File: config.mk
export PLATFORM = sky130hd
export DESIGN_NAME = rr_resource_arbiter_flat
export DESIGN_NICKNAME = d
export VERILOG_FILES = /design/src/rtl/rr_resource_arbiter_if.sv /design/src/rtl/rr_resource_arbiter.sv /design/src/flat_wrapper.sv
export SDC_FILE = /design/constraint.sdc
export NUM_CORES = 1
export LEC_CHECK = 0
export ABC_AREA = 1
export CAP_MARGIN = 30
export CORE_MARGIN = 2
export CORE_UTILIZATION = 51
export DETAILED_ROUTE_END_ITERATION = 8
export PLACE_DENSITY = 0.76
export SYNTH_ARGS = -nofsm -noshare
export SYNTH_HDL_FRONTEND = slang
export SYNTH_SLANG_ARGS = --single-unit
File: constraint.sdc
create_clock -name clk -period 1.5 [get_ports clk]
set_input_delay 0.225 -clock clk [delete_from_list [all_inputs] [get_ports clk]]
set_output_delay 0.225 -clock clk [all_outputs]
set_load 0.03 [all_outputs]
File: src/rtl/rr_resource_arbiter_if.sv
// rtl/rr_resource_arbiter_if.sv - request/grant bundle between requesters and the arbiter
interface rr_resource_arbiter_if #(
  parameter int N   = 4,
  parameter int IDW = 2
);
  logic [N-1:0]   req;
  logic [N-1:0]   done;
  logic [N-1:0]   grant;
  logic [IDW-1:0] grant_id;
  logic           busy;
  logic           timeout;

  modport master (
    output req,
    output done,
    input  grant,
    input  grant_id,
    input  busy,
    input  timeout
  );

  modport slave (
    input  req,
    input  done,
    output grant,
    output grant_id,
    output busy,
    output timeout
  );
endinterface

File: src/rtl/rr_resource_arbiter.sv
// rtl/rr_resource_arbiter.sv - round-robin arbiter with per-grant hold limit
module rr_resource_arbiter #(
  parameter int N        = 4,
  parameter int MAX_HOLD = 8,
  parameter int IDW      = 2
) (
  input  logic                  clk,
  input  logic                  reset,
  rr_resource_arbiter_if.slave  bus
);

  localparam int CW = $clog2(MAX_HOLD + 1);

  localparam logic [0:0] ST_IDLE  = 1'b0;
  localparam logic [0:0] ST_GRANT = 1'b1;

  logic [0:0]     state_q;
  logic [N-1:0]   grant_q;
  logic [IDW-1:0] grant_id_q;
  logic           busy_q;
  logic           timeout_q;
  logic [IDW-1:0] last_q;
  logic [CW-1:0]  hold_cnt_q;

  logic           found;
  logic [IDW-1:0] sel;
  logic           rel_done;
  logic           rel_drop;
  logic           rel_limit;

  // Rotating scan starting just after the last owner, so the previous owner comes last.
  always_comb begin
    int unsigned idx;
    found = 1'b0;
    sel   = '0;
    idx   = 0;
    for (int k = 1; k <= N; k++) begin
      idx = (int'(last_q) + k) % N;
      if (!found && bus.req[idx[IDW-1:0]]) begin
        found = 1'b1;
        sel   = idx[IDW-1:0];
      end
    end
  end

  assign rel_done  = bus.done[grant_id_q];
  assign rel_drop  = !bus.req[grant_id_q];
  assign rel_limit = (hold_cnt_q == CW'(MAX_HOLD));

  always_ff @(posedge clk) begin
    if (reset) begin
      state_q    <= ST_IDLE;
      grant_q    <= '0;
      grant_id_q <= '0;
      busy_q     <= 1'b0;
      timeout_q  <= 1'b0;
      last_q     <= IDW'(N - 1);
      hold_cnt_q <= '0;
    end else begin
      timeout_q <= 1'b0;
      case (state_q)
        ST_IDLE: begin
          if (found) begin
            state_q    <= ST_GRANT;
            grant_q    <= N'(1) << sel;
            grant_id_q <= sel;
            busy_q     <= 1'b1;
            last_q     <= sel;
            hold_cnt_q <= CW'(1);
          end
        end
        ST_GRANT: begin
          // A voluntary release wins over the hold limit, so timeout stays low then.
          if (rel_done || rel_drop || rel_limit) begin
            state_q    <= ST_IDLE;
            grant_q    <= '0;
            busy_q     <= 1'b0;
            hold_cnt_q <= '0;
            timeout_q  <= !(rel_done || rel_drop);
          end else begin
            hold_cnt_q <= hold_cnt_q + CW'(1);
          end
        end
        default: begin
          state_q    <= ST_IDLE;
          grant_q    <= '0;
          busy_q     <= 1'b0;
          hold_cnt_q <= '0;
        end
      endcase
    end
  end

  assign bus.grant    = grant_q;
  assign bus.grant_id = grant_id_q;
  assign bus.busy     = busy_q;
  assign bus.timeout  = timeout_q;

endmodule
File: src/flat_wrapper.sv
// flat-port wrapper written by rule: the top's interface ports become plain ports
module rr_resource_arbiter_flat 
#(
  parameter int N        = 4,
  parameter int MAX_HOLD = 8,
  parameter int IDW      = 2
)
  (clk, reset, bus_req, bus_done, bus_grant, bus_grant_id, bus_busy, bus_timeout);
  rr_resource_arbiter_if #(.N(N), .IDW(IDW)) bus_i ();
  input  logic clk;
  input  logic reset;
  input wire logic [$bits(bus_i.req)-1:0] bus_req;
  input wire logic [$bits(bus_i.done)-1:0] bus_done;
  output wire logic [$bits(bus_i.grant)-1:0] bus_grant;
  output wire logic [$bits(bus_i.grant_id)-1:0] bus_grant_id;
  output wire logic [$bits(bus_i.busy)-1:0] bus_busy;
  output wire logic [$bits(bus_i.timeout)-1:0] bus_timeout;
  assign bus_i.req = bus_req;
  assign bus_i.done = bus_done;
  assign bus_grant = bus_i.grant;
  assign bus_grant_id = bus_i.grant_id;
  assign bus_busy = bus_i.busy;
  assign bus_timeout = bus_i.timeout;
  rr_resource_arbiter #(.N(N), .MAX_HOLD(MAX_HOLD), .IDW(IDW)) u_core (.clk(clk), .reset(reset), .bus(bus_i));
endmodule
Yosys cells after proc, flatten, opt, wreduce, memory -nomap -nowiden

Cells that the tools add are included.

Output and inout bits: 8
Flip-flop bits (word level): 15
RAM bits: 0
Memories: 0
Bits in read-only memories: 0
Bits of input ports: 10
Latch bits: 0
Logic and storage cells: 68

Magnitude comparators: 5
Shifts and indexed selects: 1
$add $sub $neg: 5
Multipliers: 0
Equal/unequal tests: 3
Divide/modulo/power cells: 0
Bitwise gates (word level): 2
Muxes and demuxes: 32
Reduce and logical (&&, ||, !) cells: 13

Operators with widths:

| kind                                                                         | number |
|---|---|
| 4-bit 2-to-1 mux                                                             | 4 |
| 4-bit case mux with 2 select lines                                           | 2 |
| 2-bit by 3-bit less-than comparator with 1-bit output, second input constant | 5 |
| 1-bit 2-to-1 mux                                                             | 14 |
| 1-bit binary-select mux with 2-bit select                                    | 6 |
| 2-bit 2-to-1 mux                                                             | 4 |
| 1-bit logical NOT                                                            | 5 |
| 2-bit by 1-bit adder with 2-bit output, second input constant                | 2 |
| 2-bit adder, second input constant                                           | 2 |
| 4-bit by 1-bit adder with 4-bit output, second input constant                | 1 |
| 4-bit == test, second input constant                                         | 1 |
| 1-bit case mux with 2 select lines                                           | 2 |
| 2-bit AND reduction                                                          | 2 |
| 1-bit by 2-bit << shifter with 4-bit output, first input constant            | 1 |
| 1-bit logical AND                                                            | 3 |
| 3-bit OR reduction                                                           | 1 |
| 1-bit logical OR                                                             | 2 |
| 2-bit by 1-bit != test with 1-bit output, second input constant              | 1 |
| 2-bit != test, second input constant                                         | 1 |
| 1-bit NOT                                                                    | 2 |

Depth between registers and ports, before layout

Gate-level depths: netlist of run 1.

Word-level depth: 16
Mapped depth: 13
Depth with buffers taken out: 12

Least setup slack after synthesis of run 1

No wires, ideal clock.

Kind: flip-flop to flip-flop
Start point: register u_core.grant_id_q[0] (netlist: u_core.bus.grant_id[0])
End point: register u_core.busy_q (netlist: u_core.bus.busy)
Setup time: 0.131 ns
Period minus slack after synthesis: 1.491 ns
Stages on the path, launching flop included: 10
Data required time: 1.369 ns
Buffers on the path: 0
Setup slack: 0.009 ns
Data arrival time: 1.360 ns
Cells stage by stage: dfxtp_1 > nor2_1 > a21oi_1 > o21ai_0 > nand3_1 > nand2_1 > nand2_1 > inv_1 > nand2_1 > o21ai_0

Word-level cells in the longest chain between the ends: 7
Elaborated cells between the ends (all ways): 9
Classes of those cells: 1 x eq/ne; 4 x mux; 4 x reduce/logical

Ends and longest elaborated chain:

| item                                      | RTL line                  | RTL |
|---|---|---|
| start: declaration                        | rr_resource_arbiter.sv:19 | `logic [IDW-1:0] grant_id_q;` |
| start signal: assignment                  | rr_resource_arbiter.sv:66 | `grant_id_q <= sel;` |
| 1-bit binary-select mux with 2-bit select | rr_resource_arbiter.sv:47 | `assign rel_drop = !bus.req[grant_id_q];` |
| 1-bit 2-to-1 mux (not written as such)    | rr_resource_arbiter.sv:47 |  |
| 1-bit logical NOT                         | rr_resource_arbiter.sv:47 |  |
| 1-bit logical OR * (2 in series)          | rr_resource_arbiter.sv:74 | `if (rel_done \|\| rel_drop \|\| rel_limit) begin` |
| 2-bit != test (no source line) *          | n/a                       |  |
| 2-bit AND reduction (no source line) *    | n/a                       |  |
| end signal: assignment                    | rr_resource_arbiter.sv:67 | `busy_q <= 1'b1;` |
| end signal: assignment                    | rr_resource_arbiter.sv:77 | `busy_q <= 1'b0;` |
| end signal: assignment                    | rr_resource_arbiter.sv:87 | `busy_q <= 1'b0;` |
| end: declaration                          | rr_resource_arbiter.sv:20 | `logic busy_q;` |

Mark *: on every way between the ends. The rest lies on a longest branch, timed or not. The select of a mux whose other input is x is not followed.
A chain may end at the register's enable or synchronous reset.

Worst setup path in the final report of run 1

Start point: register u_core.last_q[0]
End point: register u_core.last_q[1]

Word-level cells in the longest chain between the ends: 14
Elaborated cells between the ends (all ways): 27
Classes of those cells: 4 x add/sub; 16 x mux; 7 x reduce/logical

Ends and longest elaborated chain:

| item                                      | RTL line                  | RTL |
|---|---|---|
| start: declaration                        | rr_resource_arbiter.sv:22 | `logic [IDW-1:0] last_q;` |
| start signal: assignment                  | rr_resource_arbiter.sv:57 | `last_q <= IDW'(N - 1);` |
| start signal: assignment                  | rr_resource_arbiter.sv:68 | `last_q <= sel;` |
| 2-bit by 1-bit adder with 2-bit output    | rr_resource_arbiter.sv:38 | `idx = (int'(last_q) + k) % N;` |
| 1-bit binary-select mux with 2-bit select | rr_resource_arbiter.sv:39 | `if (!found && bus.req[idx[IDW-1:0]]) begin` |
| 1-bit 2-to-1 mux (not written as such)    | rr_resource_arbiter.sv:39 |  |
| 1-bit 2-to-1 mux                          | rr_resource_arbiter.sv:39 |  |
| 1-bit logical NOT                         | rr_resource_arbiter.sv:39 |  |
| 1-bit logical AND                         | rr_resource_arbiter.sv:39 |  |
| 1-bit 2-to-1 mux                          | rr_resource_arbiter.sv:39 |  |
| 1-bit logical NOT                         | rr_resource_arbiter.sv:39 |  |
| 1-bit logical AND                         | rr_resource_arbiter.sv:39 |  |
| 1-bit 2-to-1 mux                          | rr_resource_arbiter.sv:39 |  |
| 1-bit logical NOT                         | rr_resource_arbiter.sv:39 |  |
| 1-bit logical AND                         | rr_resource_arbiter.sv:39 |  |
| 1-bit 2-to-1 mux                          | rr_resource_arbiter.sv:39 |  |
| 2-bit AND reduction (no source line)      | n/a                       |  |

Parallel ways exist; a longest one is shown, timed or not. The select of a mux whose other input is x is not followed.

==> impl_metrics.env, run 1 <==
export IMPL_maxSlewHeadroom=0.788
export IMPL_rr_worst_depth=12
export IMPL_die_y_um=47.7
export IMPL_synth_commonest_cells="nand2_1 (52), inv_1 (18), dfxtp_1 (15)"
export IMPL_peakVddDrop_mv=1.70
export IMPL_max_freq_mhz=637
export IMPL_worst_slack_ns=-0.0695
export IMPL_grt_pass1_wl_um=3650
export IMPL_rsz0062_at_grt="true"
export IMPL_synth_top_area_frac=0.308
export IMPL_rows=15
export IMPL_synth_seq_cells=15
export IMPL_grt_max_degree=11
export IMPL_clock_path_buffers=2
export IMPL_r2r_start="u_core.last_q[0]"
export IMPL_placement_cell_area_um2=1260
export IMPL_ant_nets=0
export IMPL_internal_power_mw=1.46
export IMPL_totalWireLength_um=2550
export IMPL_r2r_end="u_core.last_q[1]"
export IMPL_cp_start_kind="register"
export IMPL_cap_violations=0
export IMPL_hold_path_class="reg2reg"
export IMPL_synth_top_area_cell="dfxtp_1"
export IMPL_firstDrtPassIters=4
export IMPL_finalNetCount=193
export IMPL_required_ns=1.67
export IMPL_period_needed_ns=1.57
export IMPL_crit_fanout=9
export IMPL_avgSynthCellArea_um2=6.59
export IMPL_hold_viol_final=0
export IMPL_syn_num_nets=160
export IMPL_area_growth_pct=45.7
export IMPL_cp_end_kind="register"
export IMPL_synth_edff_count=0
export IMPL_htreeDepth=1
export IMPL_numCtsBuffers=3
export IMPL_worstMarginPinSlew_ns=0.317
export IMPL_period_share=1.05
export IMPL_synth_most_common_cell="nand2_1"
export IMPL_clock_root_buffer="clkbuf_4"
export IMPL_share_seq_of_total_power=0.219
export IMPL_clk_transition_reported_paths_ns=0.09
export IMPL_drcViolationCount=0
export IMPL_r2r_slack_ns=-0.07
export IMPL_clock_latency_ns=0.28
export IMPL_arrival_ns=1.74
export IMPL_synthTopCellsByArea="dfxtp_1 (31%), nand2_1 (20%), inv_1 (6.9%)"
export IMPL_critPathKind="reg2reg"
export IMPL_n_fill_cell=131
export IMPL_antenna_cells=0
export IMPL_finalSetupViolations=13
export IMPL_synth_warnings=0
export IMPL_vias_per_cell=5.12
export IMPL_p_clk_frac=0.077
export IMPL_synth_seq_area_share=0.308
export IMPL_globalRouteTotalUtil=0.223
export IMPL_grt_pass1_vias=915
export IMPL_hold_end="u_core.bus.grant[2]"
export IMPL_switchingPower_mw=1.52
export IMPL_layout_drive_gt1_share=0.300
export IMPL_violations="setup timing"
export IMPL_antenna_found_initial=0
export IMPL_dp_hpwl_um=1780
export IMPL_finalMaxSlewViolations=0
export IMPL_synthCells=148
export IMPL_start_util=0.552
export IMPL_post_place_ws_ns=-0.367
export IMPL_routedWlPerCell_um=12.4
export IMPL_hp_start="u_core.bus.grant[2]"
export IMPL_clock_skew_ns=0.00262
export IMPL_cts_tree="yes"
export IMPL_swShare=0.510
export IMPL_fp_dieW_um=47.7
export IMPL_io_pins=18
export IMPL_synth_flop_cell="dfxtp_1"
export IMPL_grt_overflow=0
export IMPL_fin_area_um2=1420
export IMPL_p_per_area_nw_per_um2=2100
export IMPL_worstHoldPathCells=2
export IMPL_comb_power_share=0.704
export IMPL_synthArstFlopShare=0
export IMPL_port_buffers=17
export IMPL_synth_cell_types=26
export IMPL_drtIter0Drc=32
export IMPL_core_um2=1760
export IMPL_cts_sinks=15
export IMPL_vias=1050
export IMPL_p_leak_nw=0.755
export IMPL_cts_hold_buf=0
export IMPL_gp_congestion=0.857
export IMPL_die_area_um2=2280
export IMPL_outcome="complete, but fails checks"
export IMPL_synth_area_um2=975
[cell type report]
class	count	area [um2]	area share
well taps	25	31.3	0.0220
inverters	21	93.8	0.0661
clock buffers	4	26.3	0.0185
repair buffers	30	303	0.213
multi-input cells	110	662	0.466
flip-flops and latches	15	304	0.214
[power groups by stage]
stage | clock [mW] | combinational [mW] | sequential, mW
after detailed placement | 0 | 1.81 | 0.644
after global placement | 0 | 1.77 | 0.645
after global routing | 0.251 | 2.28 | 0.669
final | 0.231 | 2.10 | 0.653
after floorplan | 0 | 1.05 | 0.799
after CTS | 0.235 | 1.85 | 0.637
[worst max-delay path by stage]
stage | start | endpoint | cells past startpoint
final | u_core.last_q[0] | u_core.last_q[1] | 12
after detailed placement | bus_req[3] | u_core.hold_cnt_q[3] | 8
after floorplan | u_core.bus.grant_id[0] | u_core.bus.busy | 9
after global routing | u_core.last_q[0] | u_core.bus.grant[0] | 13
after CTS | u_core.last_q[0] | u_core.bus.grant[1] | 13
after global placement | bus_req[3] | u_core.hold_cnt_q[1] | 8
[routing by layer]
metal,up-vias,routed length [um],global-route usage
met5,-,0,0
li1,534,-,-
met2,32,1370,0.413
met4,0,19,0.0432
met3,4,113,0.0491
met1,480,1050,0.262
[cell usage in the layout, fill, tap and decap left out, types with 2 or more instances in the layout]
| cell | count |
|---|---|
| nor2_4 | 2 |
| nor2_1 | 3 |
| nand3_1 | 9 |
| nand2_1 | 40 |
| dlygate4sd2_1 | 7 |
| buf_4 | 10 |
| nand3_2 | 2 |
| o211ai_1 | 2 |
| clkdlybuf4s50_1 | 6 |
| o21ai_2 | 2 |
| a21oi_1 | 9 |
| dlymetal6s2s_1 | 4 |
| o21ai_0 | 2 |
| inv_2 | 2 |
| nand4_1 | 2 |
| inv_8 | 2 |
| inv_1 | 17 |
| clkbuf_4 | 3 |
| o21ai_1 | 3 |
| dfxtp_1 | 14 |
| nor2_2 | 4 |
| nand3b_1 | 2 |
| nand2_4 | 4 |
| nand2_2 | 14 |
| ha_1 | 2 |
| a21oi_2 | 2 |
[critical path, stage by stage, from the launching register on]
cell and delay [ns]:
dfxtp_4 0.38, buf_12 0.12, inv_8 0.05, nand2_2 0.06, nand2_2 0.07, nand2_2 0.10
nand2_4 0.06, nor2_4 0.10, nand3_4 0.15, nand2_8 0.14, inv_8 0.05, nand2_1 0.08
o211ai_1 0.08
[kinds of logic (layout without fill, tap and decap cells)]
kind of cell    Yosys count  count (layout)  synth area share
compound gates           21              21             0.123
flops                    15              15             0.308
xor+xnor                  2               2            0.0180
fa+ha+maj                 2               2            0.0257
simple gates             85              85             0.421
buf+inv                  23              55             0.104
[per-stage QoR]
stage           util  total power [mW]  cells  setup TNS [ns]  hold slack, ns
3_3_place_gp   0.716              2.41    200           -3.81           0.437
2_1_floorplan      -              1.85    148               0           0.463
4_1_cts        0.738              2.72    204         -0.0553           0.451
3_5_place_dp   0.716              2.45    200           -3.95           0.438
6_report       0.805              2.99    205          -0.531           0.440
5_1_grt        0.805              3.20    205           -1.72           0.464
[registers in the layout, summed over array words and instances (netlist names)]
signal,cells
u_core.bus.busy,1
u_core.last_q,2
u_core.hold_cnt_q,4
u_core.bus.grant,4
u_core.bus.grant_id,2
u_core.bus.timeout,1
u_core.state_q,1
[what timing repair did]
action | CTS | global route
gates resized for setup | 19 | 28
endpoints found under the setup margin | 20 | 15
hold endpoints to repair | 0 | 0
buffers inserted | 0 | 0
gates cloned | 0 | 1
pin swaps | 0 | 4
Power figures use the tool's default switching activity.
==> inputs of run 2 (changes only) <==
--- a/config.mk
+++ b/config.mk
@@ -11,6 +11,7 @@
 export CORE_UTILIZATION = 51
 export DETAILED_ROUTE_END_ITERATION = 8
 export PLACE_DENSITY = 0.76
+export SETUP_SLACK_MARGIN = 0.05
 export SYNTH_ARGS = -nofsm -noshare
 export SYNTH_HDL_FRONTEND = slang
 export SYNTH_SLANG_ARGS = --single-unit
==> impl_metrics.env, run 2 (synthesis gave the netlist of run 1 again) <==
export IMPL_area_growth_pct=53.8
export IMPL_critPathKind="reg2reg"
export IMPL_worstHoldPathCells=5
export IMPL_hold_path_class="in2reg"
export IMPL_hp_start="bus_req[3]"
export IMPL_hold_viol_final=0
export IMPL_finalNetCount=197
export IMPL_numCtsBuffers=3
export IMPL_gp_congestion=0.866
export IMPL_rr_worst_depth=12
export IMPL_antenna_found_initial=0
export IMPL_hold_end="u_core.bus.timeout"
export IMPL_port_buffers=17
export IMPL_firstDrtPassIters=4
export IMPL_routedWlPerCell_um=13.8
export IMPL_placement_cell_area_um2=1260
export IMPL_fin_area_um2=1500
export IMPL_max_freq_mhz=613
export IMPL_violations="setup timing"
export IMPL_grt_max_degree=10
export IMPL_layout_drive_gt1_share=0.386
export IMPL_totalWireLength_um=2880
export IMPL_rsz0062_at_grt="true"
export IMPL_finalSetupViolations=14
export IMPL_cts_hold_buf=0
export IMPL_clock_latency_ns=0.31
export IMPL_die_area_um2=2280
export IMPL_period_share=1.09
export IMPL_cts_tree="yes"
export IMPL_globalRouteTotalUtil=0.280
export IMPL_grt_pass1_vias=1052
export IMPL_vias=1087
export IMPL_final_cells=209
export IMPL_vias_per_cell=5.20
export IMPL_timing_hold_ws_ns=0.421
export IMPL_required_ns=1.71
export IMPL_clk_transition_reported_paths_ns=0.10
export IMPL_clock_path_buffers=2
export IMPL_fp_dieW_um=47.7
export IMPL_drcViolationCount=0
export IMPL_r2r_end="u_core.bus.grant[3]"
export IMPL_maxSlewHeadroom=0.789
export IMPL_worstMarginPinSlew_ns=0.318
export IMPL_p_leak_nw=0.769
export IMPL_htreeDepth=1
export IMPL_grt_pass1_wl_um=4360
export IMPL_arrival_ns=1.84
export IMPL_cts_sinks=15
export IMPL_clock_skew_ns=0.00840
export IMPL_grt_overflow=0
export IMPL_ant_nets=0
export IMPL_final_cell_mix="nand2_1 (32), inv_1 (15), nand2_2 (15)"
export IMPL_layout_commonest_cell="nand2_1"
export IMPL_worst_slack_ns=-0.130
export IMPL_cp_start_kind="register"
export IMPL_io_pins=18
export IMPL_crit_fanout=6
export IMPL_antenna_cells=0
export IMPL_cp_end_kind="register"
export IMPL_period_needed_ns=1.63
export IMPL_clock_root_buffer="clkbuf_4"
export IMPL_start_util=0.552
export IMPL_cap_violations=0
export IMPL_p_per_area_nw_per_um2=2230
export IMPL_r2r_start="u_core.last_q[0]"
export IMPL_dp_hpwl_um=1760
export IMPL_peakVddDrop_mv=1.28
export IMPL_rows=15
export IMPL_place_inst=199
export IMPL_core_um2=1760
export IMPL_finalMaxSlewViolations=0
export IMPL_drtIter0Drc=21
export IMPL_outcome="complete, but fails checks"
export IMPL_die_y_um=47.7
export IMPL_r2r_slack_ns=-0.13
run 2: where the power goes:
part           leakage [nW]  switching, mW  internal (mW)
combinational         0.628           1.47          0.946
clock                0.0177          0.150         0.0998
sequential            0.124          0.125          0.547
total                 0.769           1.75           1.59
run 2: how the worst max path moves through the flow:
stage	startpoint	to	slack, ns
after floorplan	u_core.bus.grant_id[1]	u_core.bus.busy	0.06
after global placement	bus_req[3]	u_core.hold_cnt_q[1]	-0.33
after detailed placement	bus_req[1]	u_core.hold_cnt_q[1]	-0.33
after CTS	u_core.last_q[0]	u_core.bus.grant[0]	-0.03
after global routing	u_core.last_q[0]	u_core.bus.grant[3]	-0.17
final	u_core.last_q[0]	u_core.bus.grant[3]	-0.13
run 2: worst max-delay path, cell delays in order, from the launching register on:
cell and delay (ns):
dfxtp_4 0.38, buf_12 0.14, inv_8 0.08, nand2_2 0.06, nand3_2 0.07, buf_4 0.10, inv_1 0.04, a21boi_1 0.20
nand2_1 0.12, inv_2 0.10, nand2_2 0.08, nand4_1 0.10, nand2_1 0.06
run 2: layout make-up:
class	instances	area (um2)
clock buffers	3	22.5
clock inverters	1	5.00
fillers	120	265
inverters	21	93.8
multi-input cells	110	718
flip-flops and latches	15	307
well taps	25	31.3
repair buffers	33	315
repair inverters	1	6.26
run 2: timing repair:
action / in CTS / in global routing
resized for setup: 36 / 28
cloned: 2 / 0
buffers inserted: 3 / 1
endpoints found under the setup margin: 22 / 14
pin swaps: 7 / 6
run 2: per-stage QoR:
step / setup slack (ns) / total power, mW / TNS (ns) / utilization
2_1_floorplan: 0.0609 / 1.86 / 0 / -
3_3_place_gp: -0.333 / 2.40 / -3.98 / 0.713
3_5_place_dp: -0.333 / 2.43 / -3.98 / 0.713
4_1_cts: -0.0288 / 3.03 / -0.159 / 0.798
5_1_grt: -0.169 / 3.55 / -1.89 / 0.850
6_report: -0.130 / 3.34 / -0.926 / 0.850
run 2: routing by layer:
metal	wire length (um)	vias up	share of wire	track usage
met5	0	-	0	0
met4	116	0	0.040	0.151
met3	111	12	0.039	0.0906
met2	1510	27	0.52	0.501
met1	1140	505	0.40	0.284
li1	-	543	-	-
